==> config.mk <==
export PLATFORM = sky130hd
export DESIGN_NAME = if_stage_flat
export DESIGN_NICKNAME = d
export VERILOG_FILES = /design/src/rtl/mips_pkg.sv /design/src/rtl/if_stage_if.sv /design/src/rtl/if_id_reg.sv /design/src/rtl/if_stage.sv /design/src/flat_wrapper.sv
export SDC_FILE = /design/constraint.sdc
export NUM_CORES = 1
export LEC_CHECK = 0
export BUFFER_PORTS_ARGS = -buffer_cell sky130_fd_sc_hd__buf_4
export CAP_MARGIN = 40
export CORE_AREA = 5 5 153 155
export DETAILED_ROUTE_END_ITERATION = 8
export DIE_AREA = 0 0 158 160
export SYNTH_ARGS = -nofsm -noshare
export SYNTH_HDL_FRONTEND = slang
export SYNTH_SLANG_ARGS = --single-unit
==> constraint.sdc <==
create_clock -name clk -period 3.7 [get_ports clk]
set_input_delay 0 -clock clk [delete_from_list [all_inputs] [get_ports clk]]
set_output_delay 0 -clock clk [all_outputs]
set_load 0.05 [all_outputs]
==> src/rtl/mips_pkg.sv <==
// Shared definitions for the MIPS32 pipeline stages.
package mips_pkg;

    localparam int unsigned PC_W = 32;
    localparam logic [31:0] NOP_INSTR = 32'h0;

    typedef enum logic {
        RUN = 1'b0,
        END = 1'b1
    } fetch_state_e;

endpackage

==> src/rtl/if_stage_if.sv <==
// Fetch-stage bus: memory address/data, ID-side redirect and stall, and IF/ID outputs.
interface if_stage_if;
    import mips_pkg::*;

    logic [PC_W-1:0] pc_out;
    logic [31:0]     instr_in;
    logic            stall;
    logic            branch_taken;
    logic [PC_W-1:0] branch_target;
    logic            jump;
    logic [PC_W-1:0] jump_target;
    logic [31:0]     if_id_instr;
    logic [PC_W-1:0] if_id_pc4;
    logic            if_id_valid;
    logic            fetch_done;
    logic [15:0]     fetch_cnt;
    logic [15:0]     bubble_cnt;

    modport master (
        output pc_out, if_id_instr, if_id_pc4, if_id_valid, fetch_done, fetch_cnt, bubble_cnt,
        input  instr_in, stall, branch_taken, branch_target, jump, jump_target
    );

    modport slave (
        input  pc_out, if_id_instr, if_id_pc4, if_id_valid, fetch_done, fetch_cnt, bubble_cnt,
        output instr_in, stall, branch_taken, branch_target, jump, jump_target
    );

endinterface

==> src/rtl/if_id_reg.sv <==
// IF/ID pipeline register: bubble-insert has priority over load; otherwise holds.
module if_id_reg
    import mips_pkg::*;
(
    input  logic            clk,
    input  logic            reset,
    input  logic            load,
    input  logic            bubble,
    input  logic [31:0]     instr_d,
    input  logic [PC_W-1:0] pc4_d,
    output logic [31:0]     instr,
    output logic [PC_W-1:0] pc4,
    output logic            valid
);

    always_ff @(posedge clk or posedge reset) begin
        if (reset) begin
            instr <= NOP_INSTR;
            pc4   <= '0;
            valid <= 1'b0;
        end else if (bubble) begin
            instr <= NOP_INSTR;
            pc4   <= '0;
            valid <= 1'b0;
        end else if (load) begin
            instr <= instr_d;
            pc4   <= pc4_d;
            valid <= 1'b1;
        end
    end

endmodule

==> src/rtl/if_stage.sv <==
// Instruction-fetch stage: PC register, next-PC selection, end-of-ROM state and
// issue counters; the fetched word is captured into an if_id_reg.
module if_stage
    import mips_pkg::*;
#(
    parameter logic [31:0] RESET_PC  = 32'h0000_0000,
    parameter int unsigned ROM_BYTES = 1024
) (
    input  logic clk,
    input  logic reset,
    if_stage_if.master bus
);

    localparam logic [PC_W-1:0] ROM_LIMIT = PC_W'(ROM_BYTES);

    logic [PC_W-1:0] pc_q, pc_d;
    fetch_state_e    state_q, state_d;
    logic [15:0]     fetch_cnt_q, fetch_cnt_d;
    logic [15:0]     bubble_cnt_q, bubble_cnt_d;
    logic            redirect;
    logic [PC_W-1:0] target;
    logic [PC_W-1:0] pc_plus4;
    logic            load;
    logic            bubble;

    assign redirect = (bus.jump | bus.branch_taken) & ~bus.stall;
    assign target   = (bus.jump ? bus.jump_target : bus.branch_target) & ~PC_W'(3);
    assign pc_plus4 = pc_q + PC_W'(4);

    always_comb begin
        pc_d         = pc_q;
        state_d      = state_q;
        fetch_cnt_d  = fetch_cnt_q;
        bubble_cnt_d = bubble_cnt_q;
        load         = 1'b0;
        bubble       = 1'b0;
        if (!bus.stall) begin
            if (redirect) begin
                pc_d         = target;
                bubble       = 1'b1;
                bubble_cnt_d = bubble_cnt_q + 16'd1;
                state_d      = (target >= ROM_LIMIT) ? END : RUN;
            end else if (state_q == RUN) begin
                load        = 1'b1;
                fetch_cnt_d = fetch_cnt_q + 16'd1;
                // The last in-range word is still issued; the PC parks on it.
                if (pc_plus4 >= ROM_LIMIT) begin
                    state_d = END;
                end else begin
                    pc_d = pc_plus4;
                end
            end else begin
                bubble       = 1'b1;
                bubble_cnt_d = bubble_cnt_q + 16'd1;
            end
        end
    end

    always_ff @(posedge clk or posedge reset) begin
        if (reset) begin
            pc_q         <= RESET_PC;
            state_q      <= RUN;
            fetch_cnt_q  <= '0;
            bubble_cnt_q <= '0;
        end else begin
            pc_q         <= pc_d;
            state_q      <= state_d;
            fetch_cnt_q  <= fetch_cnt_d;
            bubble_cnt_q <= bubble_cnt_d;
        end
    end

    if_id_reg u_if_id_reg (
        .clk     (clk),
        .reset   (reset),
        .load    (load),
        .bubble  (bubble),
        .instr_d (bus.instr_in),
        .pc4_d   (pc_plus4),
        .instr   (bus.if_id_instr),
        .pc4     (bus.if_id_pc4),
        .valid   (bus.if_id_valid)
    );

    assign bus.pc_out     = pc_q;
    assign bus.fetch_done = (state_q == END);
    assign bus.fetch_cnt  = fetch_cnt_q;
    assign bus.bubble_cnt = bubble_cnt_q;

endmodule

==> src/flat_wrapper.sv <==
// flat-port wrapper written by rule: the top's interface ports become plain ports
module if_stage_flat import mips_pkg::*;
#(
    parameter logic [31:0] RESET_PC  = 32'h0000_0000,
    parameter int unsigned ROM_BYTES = 1024
)
  (clk, reset, bus_pc_out, bus_if_id_instr, bus_if_id_pc4, bus_if_id_valid, bus_fetch_done, bus_fetch_cnt, bus_bubble_cnt, bus_instr_in, bus_stall, bus_branch_taken, bus_branch_target, bus_jump, bus_jump_target);
  if_stage_if bus_i ();
  input  logic clk;
  input  logic reset;
  output wire logic [$bits(bus_i.pc_out)-1:0] bus_pc_out;
  output wire logic [$bits(bus_i.if_id_instr)-1:0] bus_if_id_instr;
  output wire logic [$bits(bus_i.if_id_pc4)-1:0] bus_if_id_pc4;
  output wire logic [$bits(bus_i.if_id_valid)-1:0] bus_if_id_valid;
  output wire logic [$bits(bus_i.fetch_done)-1:0] bus_fetch_done;
  output wire logic [$bits(bus_i.fetch_cnt)-1:0] bus_fetch_cnt;
  output wire logic [$bits(bus_i.bubble_cnt)-1:0] bus_bubble_cnt;
  input wire logic [$bits(bus_i.instr_in)-1:0] bus_instr_in;
  input wire logic [$bits(bus_i.stall)-1:0] bus_stall;
  input wire logic [$bits(bus_i.branch_taken)-1:0] bus_branch_taken;
  input wire logic [$bits(bus_i.branch_target)-1:0] bus_branch_target;
  input wire logic [$bits(bus_i.jump)-1:0] bus_jump;
  input wire logic [$bits(bus_i.jump_target)-1:0] bus_jump_target;
  assign bus_pc_out = bus_i.pc_out;
  assign bus_if_id_instr = bus_i.if_id_instr;
  assign bus_if_id_pc4 = bus_i.if_id_pc4;
  assign bus_if_id_valid = bus_i.if_id_valid;
  assign bus_fetch_done = bus_i.fetch_done;
  assign bus_fetch_cnt = bus_i.fetch_cnt;
  assign bus_bubble_cnt = bus_i.bubble_cnt;
  assign bus_i.instr_in = bus_instr_in;
  assign bus_i.stall = bus_stall;
  assign bus_i.branch_taken = bus_branch_taken;
  assign bus_i.branch_target = bus_branch_target;
  assign bus_i.jump = bus_jump;
  assign bus_i.jump_target = bus_jump_target;
  if_stage #(.RESET_PC(RESET_PC), .ROM_BYTES(ROM_BYTES)) u_core (.clk(clk), .reset(reset), .bus(bus_i));
endmodule
# Yosys cells after proc, flatten, opt, wreduce, memory -nomap -nowiden
# Index checks and enable logic that the tools add are counted.
# totals
mem_bits_ro	0
in_bits	101
regBits	130
memories	0
output_inout_bits	130
latchBits	0
wordCells	46
mem_bits_rw	0
# classes
shift	0
mul	0
n_eq_ne	2
bitwise	5
reduce_logical	5
order_cmp	2
muxes	22
div	0
addsub	3
# op_table
operator	count
2-to-1 mux 32 bit	8
>= comparator 32 x 11 -> 1 bit (second input constant)	2
adder 16 x 1 -> 16 bit (second input constant)	2
adder 32 x 3 -> 32 bit (second input constant)	1
2-to-1 mux 16 bit	2
2-to-1 mux 1 bit	12
AND reduction 3 bit	2
nonzero test 2 bit	2
NOT 1 bit	3
!= test 2 x 1 -> 1 bit (second input constant)	1
!= test 2 bit (second input constant)	1
AND reduction 2 bit	1
bitwise AND 1 bit	1
bitwise OR 1 bit	1

# Depth between registers and ports, before layout
# Gate-level depths: netlist (run 1).
# logic_depth
word_depth	6
ltp_mapped	10
mapped_depth_nobuf	8

# Hierarchy
# Synthesis (run 1) repeated with hierarchy kept, for this count alone.
# unflattened
hier_cells	646
hier_area_um2	6670.1
# by_module_without_submodules
mod	seq_area_each_um2	cells_each	area_each_um2	n_inst
if_stage	1576.5	436	4030.1	1
if_id_reg	1626.6	210	2640.0	1

# Least setup slack after synthesis (run 1)
# No wires, ideal clock.
# synth_path
path_kind	register -> register
start	register u_core.pc_q[2] (netlist: u_core.bus.pc_out[2])
end	register u_core.pc_q[5] (netlist: u_core.bus.pc_out[5])
path_stages_with_launch	9
arrival_ps	2867
setup_time_ps	82
n_path_buf	0
required_time_ps	3618
slack_ps	751
path_cell_list	dfrtp_1 ha_1 nand3_2 or3_1 or2_1 o21ai_0 nand4_2 or4_1 a31oi_1
# synth_via
elab_chain_cells	4
word_cells_on_any_way	7
cone_classes	add/sub: 1; order compare: 1; eq/ne: 1; mux: 3; reduce/logical: 1
# synth_lines
element	line_no	source
start: declaration	if_stage.sv:16	logic [PC_W-1:0] pc_q, pc_d;
start signal: assignment	if_stage.sv:66	pc_q <= pc_d;
adder 32 x 3 -> 32 bit *	if_stage.sv:28	assign pc_plus4 = pc_q + PC_W'(4);
>= comparator 32 x 11 -> 1 bit or 2-to-1 mux 32 bit (tied branches)	if_stage.sv:47	if (pc_plus4 >= ROM_LIMIT) begin
!= test 2 x 1 -> 1 bit (no line) or 2-to-1 mux 32 bit (tied branches)	n/a	
AND reduction 3 bit (no line) or 2-to-1 mux 32 bit (tied branches)	n/a	
# Mark *: on every way between the ends. The rest lies on a longest branch, timed or not. The select of a mux whose other input is x is not followed.
# A chain may end at the register's enable or synchronous reset.

# Worst setup path in the final report (run 1)
# layout_path
start	register u_core.pc_q[2] (netlist: u_core.bus.pc_out[2])
end	register u_core.pc_q[22] (netlist: u_core.bus.pc_out[22])
# The elaborated chain is that of the path after synthesis.

==> impl_metrics.json, run 1 <==
{
  "outcome": "completed",
  "grt_pass1_vias": 6206,
  "preCtsSetupSlack_ns": 0.5084,
  "antenna_found_initial": 0,
  "end_kind": "flop",
  "tightest_slew_ns": 0.8826,
  "postSynthAreaPerCell_um2": 10.15,
  "whs_ns": 0.003289,
  "relSlewSlack_pct": 40.94,
  "core_um2": 21690,
  "r2r_cells": 9,
  "gp_congestion": 0.8467,
  "ys_top_cells_by_count": "dfrtp_1, nand2_1, xnor2_1, a22o_1, o21ai_0",
  "seq_area_frac_synth_pct": 49.40,
  "worst_ep_arrival_time_ns": 3.44,
  "synth-async-reset-ratio_pct": 100.0,
  "drtAntennaViolNets": 0,
  "yosys_warnings": 0,
  "post_cts_resized": 0,
  "hold_path.class": "in2reg",
  "fill_cells": 2065,
  "hold-path-cell-count": 4,
  "htree_num_levels": 4,
  "hold_violations": 0,
  "netlist_area_um2": 6434,
  "wl_um": 21110,
  "rsz0062_at_grt": "false",
  "synthTopCellsByArea": "dfrtp_1, xnor2_1, a22o_1, nand2_1, mux2i_1",
  "rr_startpoint": "u_core.bus.pc_out[2]",
  "cp.required_ns": 3.94,
  "fin_crit_sh_pct": 86.66,
  "start_kind": "flop",
  "worstSkewPairLatency_ns": 0.41,
  "drive_gt1_share_pct": 30.20,
  "power_w": 0.004608,
  "fin_nets": 1028,
  "finalSetupViolations": 0,
  "maxClockFrequency_mhz": 311.9,
  "grt_pass1_wl_um": 33690,
  "p_int_w": 0.003193,
  "crit_start": "u_core.bus.pc_out[2]",
  "report.final.slew_viol_count": 0,
  "pin_count": 231,
  "dr_total_vias": 6024,
  "dr.pass1.iters": 5,
  "cts_sinks": 127,
  "syn_to_final_growth_pct": 53.56,
  "path_class": "reg2reg",
  "synth_top_area_share_pct": 49.40,
  "die_h_um": 160,
  "die_area_um2": 25280,
  "p_switching_w": 0.001415,
  "cts_made_buffers": 17,
  "dp.final_hpwl_um": 15240,
  "start_util_pct": 29.66,
  "reg2reg_to": "u_core.bus.pc_out[22]",
  "synth-edff-count": 0,
  "ys_types": 60,
  "cts_max_path_buffers": 2,
  "synth-main-ff-cell": "dfrtp_1",
  "fin_setup_tns_ns": 0,
  "dieWidth_um": 158,
  "skew_ns": 0.01015,
  "io_buffers": 224,
  "gr-usage-all-layers_pct": 16.51,
  "route.detailed.drc": 0,
  "cp_max_fo": 17,
  "min_period_ns": 3.206,
  "p_comb_share_pct": 22.9,
  "avgViaCountPerCell": 4.950,
  "holdPathEnd": "u_core.bus.pc_out[2]",
  "p_leak_nw": 4.563,
  "clockPowerShare_pct": 41.2,
  "grt_max_degree": 128,
  "antenna_cells": 0,
  "cts_root_buffer": "clkbuf_16",
  "utilization_pct": 45.55,
  "p_per_area_nw_per_um2": 466.5,
  "cts_tree": "yes",
  "overflow": 0,
  "setup_slack_ns": 0.4936,
  "synthCells": 634,
  "seqPwrFrac_pct": 35.9,
  "ff2ff_setup_slack_ns": 0.49,
  "ir_drop_v": 0.0002923,
  "p_sw_share_pct": 30.71,
  "synth_top_area_cell": "dfrtp_1",
  "cts.clk_slew.worst_paths_ns": 0.06,
  "synth_seq_cells": 127,
  "min_from": "bus_branch_target[2]",
  "drt-initial-drc-count": 323,
  "wl_per_cell_um": 17.34,
  "postCtsHoldBufs": 88,
  "rows": 54,
  "synth.most_common_cell": "dfrtp_1",
  "postCtsSetupBuffers": 0,
  "maxCapViolations": 0
}
## worst max-delay path: stages (launching register included)
cell and delay, ns:
dfrtp_1 0.48, ha_1 0.27, nand3_2 0.22, or3_1 0.41, or2_1 0.26, o21ai_0 0.31, nand4_2 0.29, nor2_1 0.36
buf_4 0.29, o22ai_1 0.12
## registers in the layout, indices dropped and copies added (netlist names)
signal,flops
u_core.u_if_id_reg.valid,1
u_core.u_if_id_reg.pc4,31
u_core.bus.bubble_cnt,16
u_core.bus.fetch_cnt,16
u_core.u_if_id_reg.instr,32
u_core.bus.pc_out,30
u_core.bus.fetch_done,1
## stage by stage
step	cell area (µm²)	cells
finish	9879	1217
global route	9879	1217
CTS	9879	1217
detailed placement	8328	1097
global placement	8328	1097
floorplan	6437	635
## power groups by stage
stage	clock network, W	registers (W)	logic [W]
after detailed placement	0	0.00168	0.000978
after floorplan	0	0.00190	0.000404
after global placement	0	0.00167	0.000975
after CTS	0.00195	0.00165	0.00106
after global routing	0.00201	0.00168	0.00113
final	0.00190	0.00165	0.00105
## worst max path at each step
stage                                           to  cells after the start
after floorplan           u_core.bus.bubble_cnt[0]                      1
after global placement       u_core.bus.pc_out[23]                      9
after detailed placement     u_core.bus.pc_out[22]                      9
after CTS                    u_core.bus.pc_out[22]                      9
after global routing         u_core.bus.pc_out[19]                      9
final                        u_core.bus.pc_out[22]                      9
## logic make-up after synthesis
kind of cell    count (synthesis)  synth area share, %
xor+xnor                       59                8.032
simple gates                  225                19.04
compound gates                130                14.29
fa+ha+maj                       3               0.5835
flops                         127                49.40
mux                            28                4.376
buf+inv                        61                4.220
other cells                     1              0.05829
## cell usage in the layout, fill, tap and decap left out, types with 4 or more instances in the layout
cell           instances
buf_4                230
dfrtp_1              127
dlygate4sd3_1         88
nand2_1               78
xnor2_1               44
a22o_1                35
o21ai_0               33
mux2i_1               27
nand3_1               26
nor2_1                24
o22ai_1               21
nand4_1               20
nor4_1                19
clkbuf_16             17
xor2_1                15
nor3_1                13
inv_1                 11
a31oi_1                9
or3_1                  6
or4_1                  6
bufinv_16              6
a211oi_1               5
and3_1                 5
o211ai_1               5
nor2b_1                4
## layer usage
metal	global-route usage (%)	wire length [µm]
met1	21.64	9296
met2	26.66	9829
met3	4.601	1721
met4	4.769	259
met5	0	0
## layout make-up
type / instances / area, µm² / area share [%]
Tap cell: 280 / 350.3 / 3.546
Clock buffer: 21 / 460.4 / 4.661
Sequential cell: 127 / 3178 / 32.17
Clock inverter: 11 / 210.2 / 2.128
Multi-Input combinational cell: 447 / 3005 / 30.42
Timing Repair Buffer: 319 / 2628 / 26.60
Inverter: 12 / 47.55 / 0.4813
Note: power is estimated with default switching activity, not from simulation.
==> run 2, diff against run 1 <==
--- a/config.mk
+++ b/config.mk
@@ -5,11 +5,11 @@
 export SDC_FILE = /design/constraint.sdc
 export NUM_CORES = 1
 export LEC_CHECK = 0
-export BUFFER_PORTS_ARGS = -buffer_cell sky130_fd_sc_hd__buf_4
 export CAP_MARGIN = 40
 export CORE_AREA = 5 5 153 155
 export DETAILED_ROUTE_END_ITERATION = 8
 export DIE_AREA = 0 0 158 160
+export DONT_BUFFER_PORTS = 1
 export SYNTH_ARGS = -nofsm -noshare
 export SYNTH_HDL_FRONTEND = slang
 export SYNTH_SLANG_ARGS = --single-unit
==> impl_metrics.json, run 2 (same netlist as run 1, synthesis figures left out) <==
{
  "htree_num_levels": 4,
  "post_cts_resized": 0,
  "crit_top_cell": "nor4_1",
  "skew_ns": 0.01051,
  "tightest_slew_ns": 0.7690,
  "cp_max_fo": 10,
  "die_area_um2": 25280,
  "largest_reg_flops": 32,
  "gp_congestion": 0.8464,
  "relSlewSlack_pct": 48.61,
  "worst_ep_arrival_time_ns": 3.43,
  "rows": 54,
  "postCtsHoldBufs": 97,
  "cts_root_buffer": "clkbuf_16",
  "drive_gt1_share_pct": 11.98,
  "dr_total_vias": 5292,
  "cts_max_path_buffers": 2,
  "fin_nets": 842,
  "hold_path.class": "in2reg",
  "grt_pass1_wl_um": 31640,
  "path_class": "reg2reg",
  "cts_sinks": 127,
  "maxClockFrequency_mhz": 323.2,
  "die_h_um": 160,
  "rsz0062_at_grt": "false",
  "pin_count": 231,
  "min_period_ns": 3.094,
  "crit_family": "simple AND/OR/NAND/NOR gates",
  "crit_path_top_delay_cell": "nor4_1",
  "maxCapViolations": 0,
  "grt_pass1_vias": 5471,
  "outcome": "completed",
  "end_kind": "flop",
  "stdcell_count": 1031,
  "wl_per_cell_um": 20.09,
  "avgViaCountPerCell": 5.133,
  "crit_path_max_incr_delay_ns": 0.54,
  "antenna_cells": 0,
  "finalSetupViolations": 0,
  "dp.final_hpwl_um": 14690,
  "final_common_cell": "dfrtp_1",
  "multi_input_area_um2": 3005,
  "io_buffers": 0,
  "final_cell_mix": "dfrtp_1, dlygate4sd3_1, nand2_1",
  "route.detailed.drc": 0,
  "start_kind": "flop",
  "drtAntennaViolNets": 0,
  "cts_tree": "yes",
  "cp.required_ns": 4.04,
  "cts_made_buffers": 17,
  "fin_setup_tns_ns": 0,
  "grt_max_degree": 66,
  "p_leak_nw": 3.610,
  "drt-initial-drc-count": 373,
  "cts.clk_slew.worst_paths_ns": 0.06,
  "dieWidth_um": 158,
  "wl_um": 20710,
  "start_util_pct": 29.66,
  "p_per_area_nw_per_um2": 517.8,
  "worstSkewPairLatency_ns": 0.42,
  "largest_register": "u_core.u_if_id_reg.instr",
  "cp_num_buf_inv": 1,
  "ir_drop_v": 0.0002100,
  "fill_cells": 2062,
  "core_um2": 21690,
  "placed_cells": 902,
  "dr.pass1.iters": 4,
  "register_area_um2": 3178,
  "gr-usage-all-layers_pct": 16.06,
  "antenna_found_initial": 0,
  "postCtsSetupBuffers": 0,
  "report.final.slew_viol_count": 0,
  "syn_to_final_growth_pct": 32.56,
  "hold_violations": 0,
  "overflow": 0,
  "path_cells": "buf_4, nand4_4, nor4_1, a21boi_0, nor4_1, nand4_2, or4_1, a31oi_1",
  "fin_crit_sh_pct": 83.61
}
-- run 2: cell count changes in the layout (fill, tap and decap cells not counted) --
cell	previous run	this run
dlygate4sd3_1	88	96
buf_4	230	34
clkinv_4	0	4
clkinv_2	3	1
clkbuf_8	2	1
clkinvlp_4	2	3
bufinv_16	6	5
clkbuf_1	2	1
buf_16	0	2
-- run 2: where the power goes --
part	internal [W]	switching, W	leakage, nW
combinational	0.000308	0.000483	1.62
clock	0.00122	0.000643	0.309
sequential	0.00147	0.000292	1.68
-- run 2: routing by layer --
| metal | vias to the layer above | part of all wire, % | track usage (%) |
|---|---|---|---|
| met3 | 37 | 12 | 6.820 |
| met4 | 0 | 2.3 | 5.894 |
| met2 | 239 | 46 | 25.25 |
| met1 | 2501 | 40 | 19.60 |
| met5 | - | 0 | 0 |
| li1 | 2515 | - | - |
-- run 2: stage by stage --
step | instance area (µm²) | utilization (%) | power, W | setup slack [ns] | hold slack (ns)
2_1_floorplan | 6437 | - | 0.002307 | 0.3157 | 0.1286
6_report | 8528 | 39.32 | 0.004416 | 0.6063 | 0.03027
4_1_cts | 8528 | 39.32 | 0.004465 | 0.6608 | 0.01526
3_3_place_gp | 6837 | 31.52 | 0.002466 | 0.7944 | 0.09280
5_1_grt | 8528 | 39.32 | 0.004608 | 0.3275 | 0.02624
3_5_place_dp | 6884 | 31.74 | 0.002478 | 0.7476 | -0.1131
-- run 2: area by class of cell --
type                    instances  share of cell area [%]
clock buffers                  19                   5.194
clock inverters                13                   2.494
inverters                      12                  0.5575
multi-input cells             447                   35.24
flip-flops and latches        127                   37.27
well taps                     280                   4.108
repair buffers                133                   15.14
-- run 2: worst paths after layout --
| check | start | to | slack (ns) | cells after the start |
|---|---|---|---|---|
| min in group asynchronous | reset | u_core.u_if_id_reg.instr[21] | 0.07 | 2 |
| hold / removal | bus_stall | u_core.u_if_id_reg.instr[20] | 0.03 | 3 |
| setup reg to reg | u_core.bus.pc_out[3] | u_core.bus.pc_out[5] | 0.61 | 8 |
| max in group asynchronous | reset | u_core.u_if_id_reg.instr[1] | 2.59 | 4 |
| setup / recovery | u_core.bus.pc_out[3] | u_core.bus.pc_out[5] | 0.61 | 8 |
| hold reg to reg | u_core.u_if_id_reg.pc4[1] | u_core.u_if_id_reg.pc4[1] | 0.59 | 1 |
-- run 2: worst min-delay path: cells and delay by family --
| family | cells | cell delay [ns] |
|---|---|---|
| buffers and inverters | 1 | 0.17 |
| AOI/OAI and AO/OA | 1 | 0.18 |
| and+or+nand+nor | 1 | 0.05 |
==> run 3, diff against run 2 <==
==> constraint.sdc (replaced) <==
create_clock -name clk -period 2.95 [get_ports clk]
set_input_delay 0 -clock clk [delete_from_list [all_inputs] [get_ports clk]]
set_output_delay 0 -clock clk [all_outputs]
set_load 0.05 [all_outputs]
==> impl_metrics.json, run 3 (same netlist as run 1, synthesis figures left out) <==
{
  "outcome": "completed",
  "cp_max_fo": 7,
  "hold_path.class": "in2async",
  "antenna_found_initial": 0,
  "gr-usage-all-layers_pct": 16.29,
  "wl_um": 21040,
  "routed.top_layer": "met4",
  "htree_num_levels": 4,
  "met1_length_um": 8830,
  "crit_family": "simple AND/OR/NAND/NOR gates",
  "min_period_ns": 2.760,
  "register_area_um2": 3178,
  "grt_pass1_wl_um": 32080,
  "cts.clk_slew.worst_paths_ns": 0.06,
  "dr_total_vias": 5495,
  "worstSkewPairLatency_ns": 0.41,
  "grt_pass1_vias": 5574,
  "final_common_cell": "dfrtp_1",
  "dieWidth_um": 158,
  "tightest_slew_ns": 0.7727,
  "placed_cells": 924,
  "cts_root_buffer": "clkbuf_16",
  "ir_drop_v": 0.0003059,
  "cts_max_path_buffers": 2,
  "avgViaCountPerCell": 5.209,
  "worst_ep_arrival_time_ns": 3.10,
  "route.detailed.drc": 0,
  "whs_ns": 0.03613,
  "start_kind": "flop",
  "antenna_cells": 0,
  "largest_reg_flops": 32,
  "path_cells": "ha_2, nand3_2, or3_1, or2_1, o21ai_1, nand4_2, buf_4, or4_1, a31oi_1",
  "power_w": 0.005331,
  "wl_met3_um": 2056,
  "die_h_um": 160,
  "drt-initial-drc-count": 465,
  "crit_path_top_delay_cell": "dfrtp_1",
  "maxCapViolations": 0,
  "final_cell_mix": "dfrtp_1, dlygate4sd3_1, nand2_1",
  "cts_tree": "yes",
  "end_kind": "flop",
  "die_area_um2": 25280,
  "gp_congestion": 0.8387,
  "report.final.slew_viol_count": 0,
  "fin_crit_sh_pct": 93.57,
  "finalSetupViolations": 0,
  "rows": 54,
  "pin_count": 231,
  "stdcell_count": 1055,
  "p_per_area_nw_per_um2": 615.3,
  "multi_input_area_um2": 3022,
  "p_leak_nw": 3.710,
  "start_util_pct": 29.66,
  "cts_sinks": 127,
  "io_buffers": 0,
  "fill_cells": 2085,
  "fin_setup_tns_ns": 0,
  "hold_violations": 0,
  "drive_gt1_share_pct": 15.48,
  "rsz0062_at_grt": "false",
  "overflow": 0,
  "fin_nets": 867,
  "core_um2": 21690,
  "path_class": "reg2reg",
  "largest_register": "u_core.u_if_id_reg.instr",
  "place_area_um2": 7051,
  "wl_per_cell_um": 19.94,
  "syn_to_final_growth_pct": 34.68,
  "drtAntennaViolNets": 0,
  "dp.final_hpwl_um": 14970,
  "cts_made_buffers": 17,
  "crit_path_max_incr_delay_ns": 0.41,
  "skew_ns": 0.01289,
  "wl_met2_um": 9892,
  "maxClockFrequency_mhz": 362.3,
  "grt_max_degree": 67,
  "dr.pass1.iters": 4,
  "finalInstanceArea_um2": 8665,
  "cp_num_buf_inv": 1,
  "cp.required_ns": 3.29,
  "relSlewSlack_pct": 48.36
}
[run 3: through the flow]
step | worst slack, ns | utilization (%)
5_1_grt | 0.002019 | 39.95
2_1_floorplan | 0.001157 | -
3_5_place_dp | 0.07525 | 32.51
6_report | 0.1896 | 39.95
3_3_place_gp | 0.1566 | 32.38
4_1_cts | 0.06366 | 39.74
[run 3: path summary, 6_finish.rpt]
kind	startpoint	end	slack (ns)	depth (start not counted)
max in group asynchronous	reset	u_core.u_if_id_reg.instr[17]	2.20	3
setup reg to reg	u_core.bus.pc_out[2]	u_core.bus.pc_out[6]	0.19	9
setup / recovery	u_core.bus.pc_out[2]	u_core.bus.pc_out[6]	0.19	9
hold reg to reg	u_core.bus.pc_out[27]	u_core.bus.pc_out[27]	0.58	2
hold / removal	reset	u_core.u_if_id_reg.instr[25]	0.04	2
min in group clk	bus_branch_target[8]	u_core.bus.pc_out[8]	0.04	3
[run 3: timing repair]
action                     in CTS  in global routing
hold endpoints to repair      222                  0
hold buffers                   96                  0
resized for setup               0                  5
setup buffers                   0                  4
setup endpoints to repair       0                 18
[run 3: power by group]
group,internal (W),switching [W]
clock network,0.00126,0.000798
logic,0.000423,0.000685
registers,0.00185,0.000313
[run 3: metal layers]
metal	vias up	track usage (%)
met5	-	0
met4	0	4.692
met3	21	5.629
met2	235	25.97
met1	2680	20.95
li1	2559	-
[run 3: cell type report]
| cell class | count | area share (%) |
|---|---|---|
| clock buffers | 18 | 5.069 |
| clock inverters | 13 | 1.617 |
| inverters | 12 | 0.5632 |
| multi-input cells | 447 | 34.87 |
| flip-flops and latches | 127 | 36.68 |
| well taps | 280 | 4.043 |
| repair buffers | 158 | 17.16 |
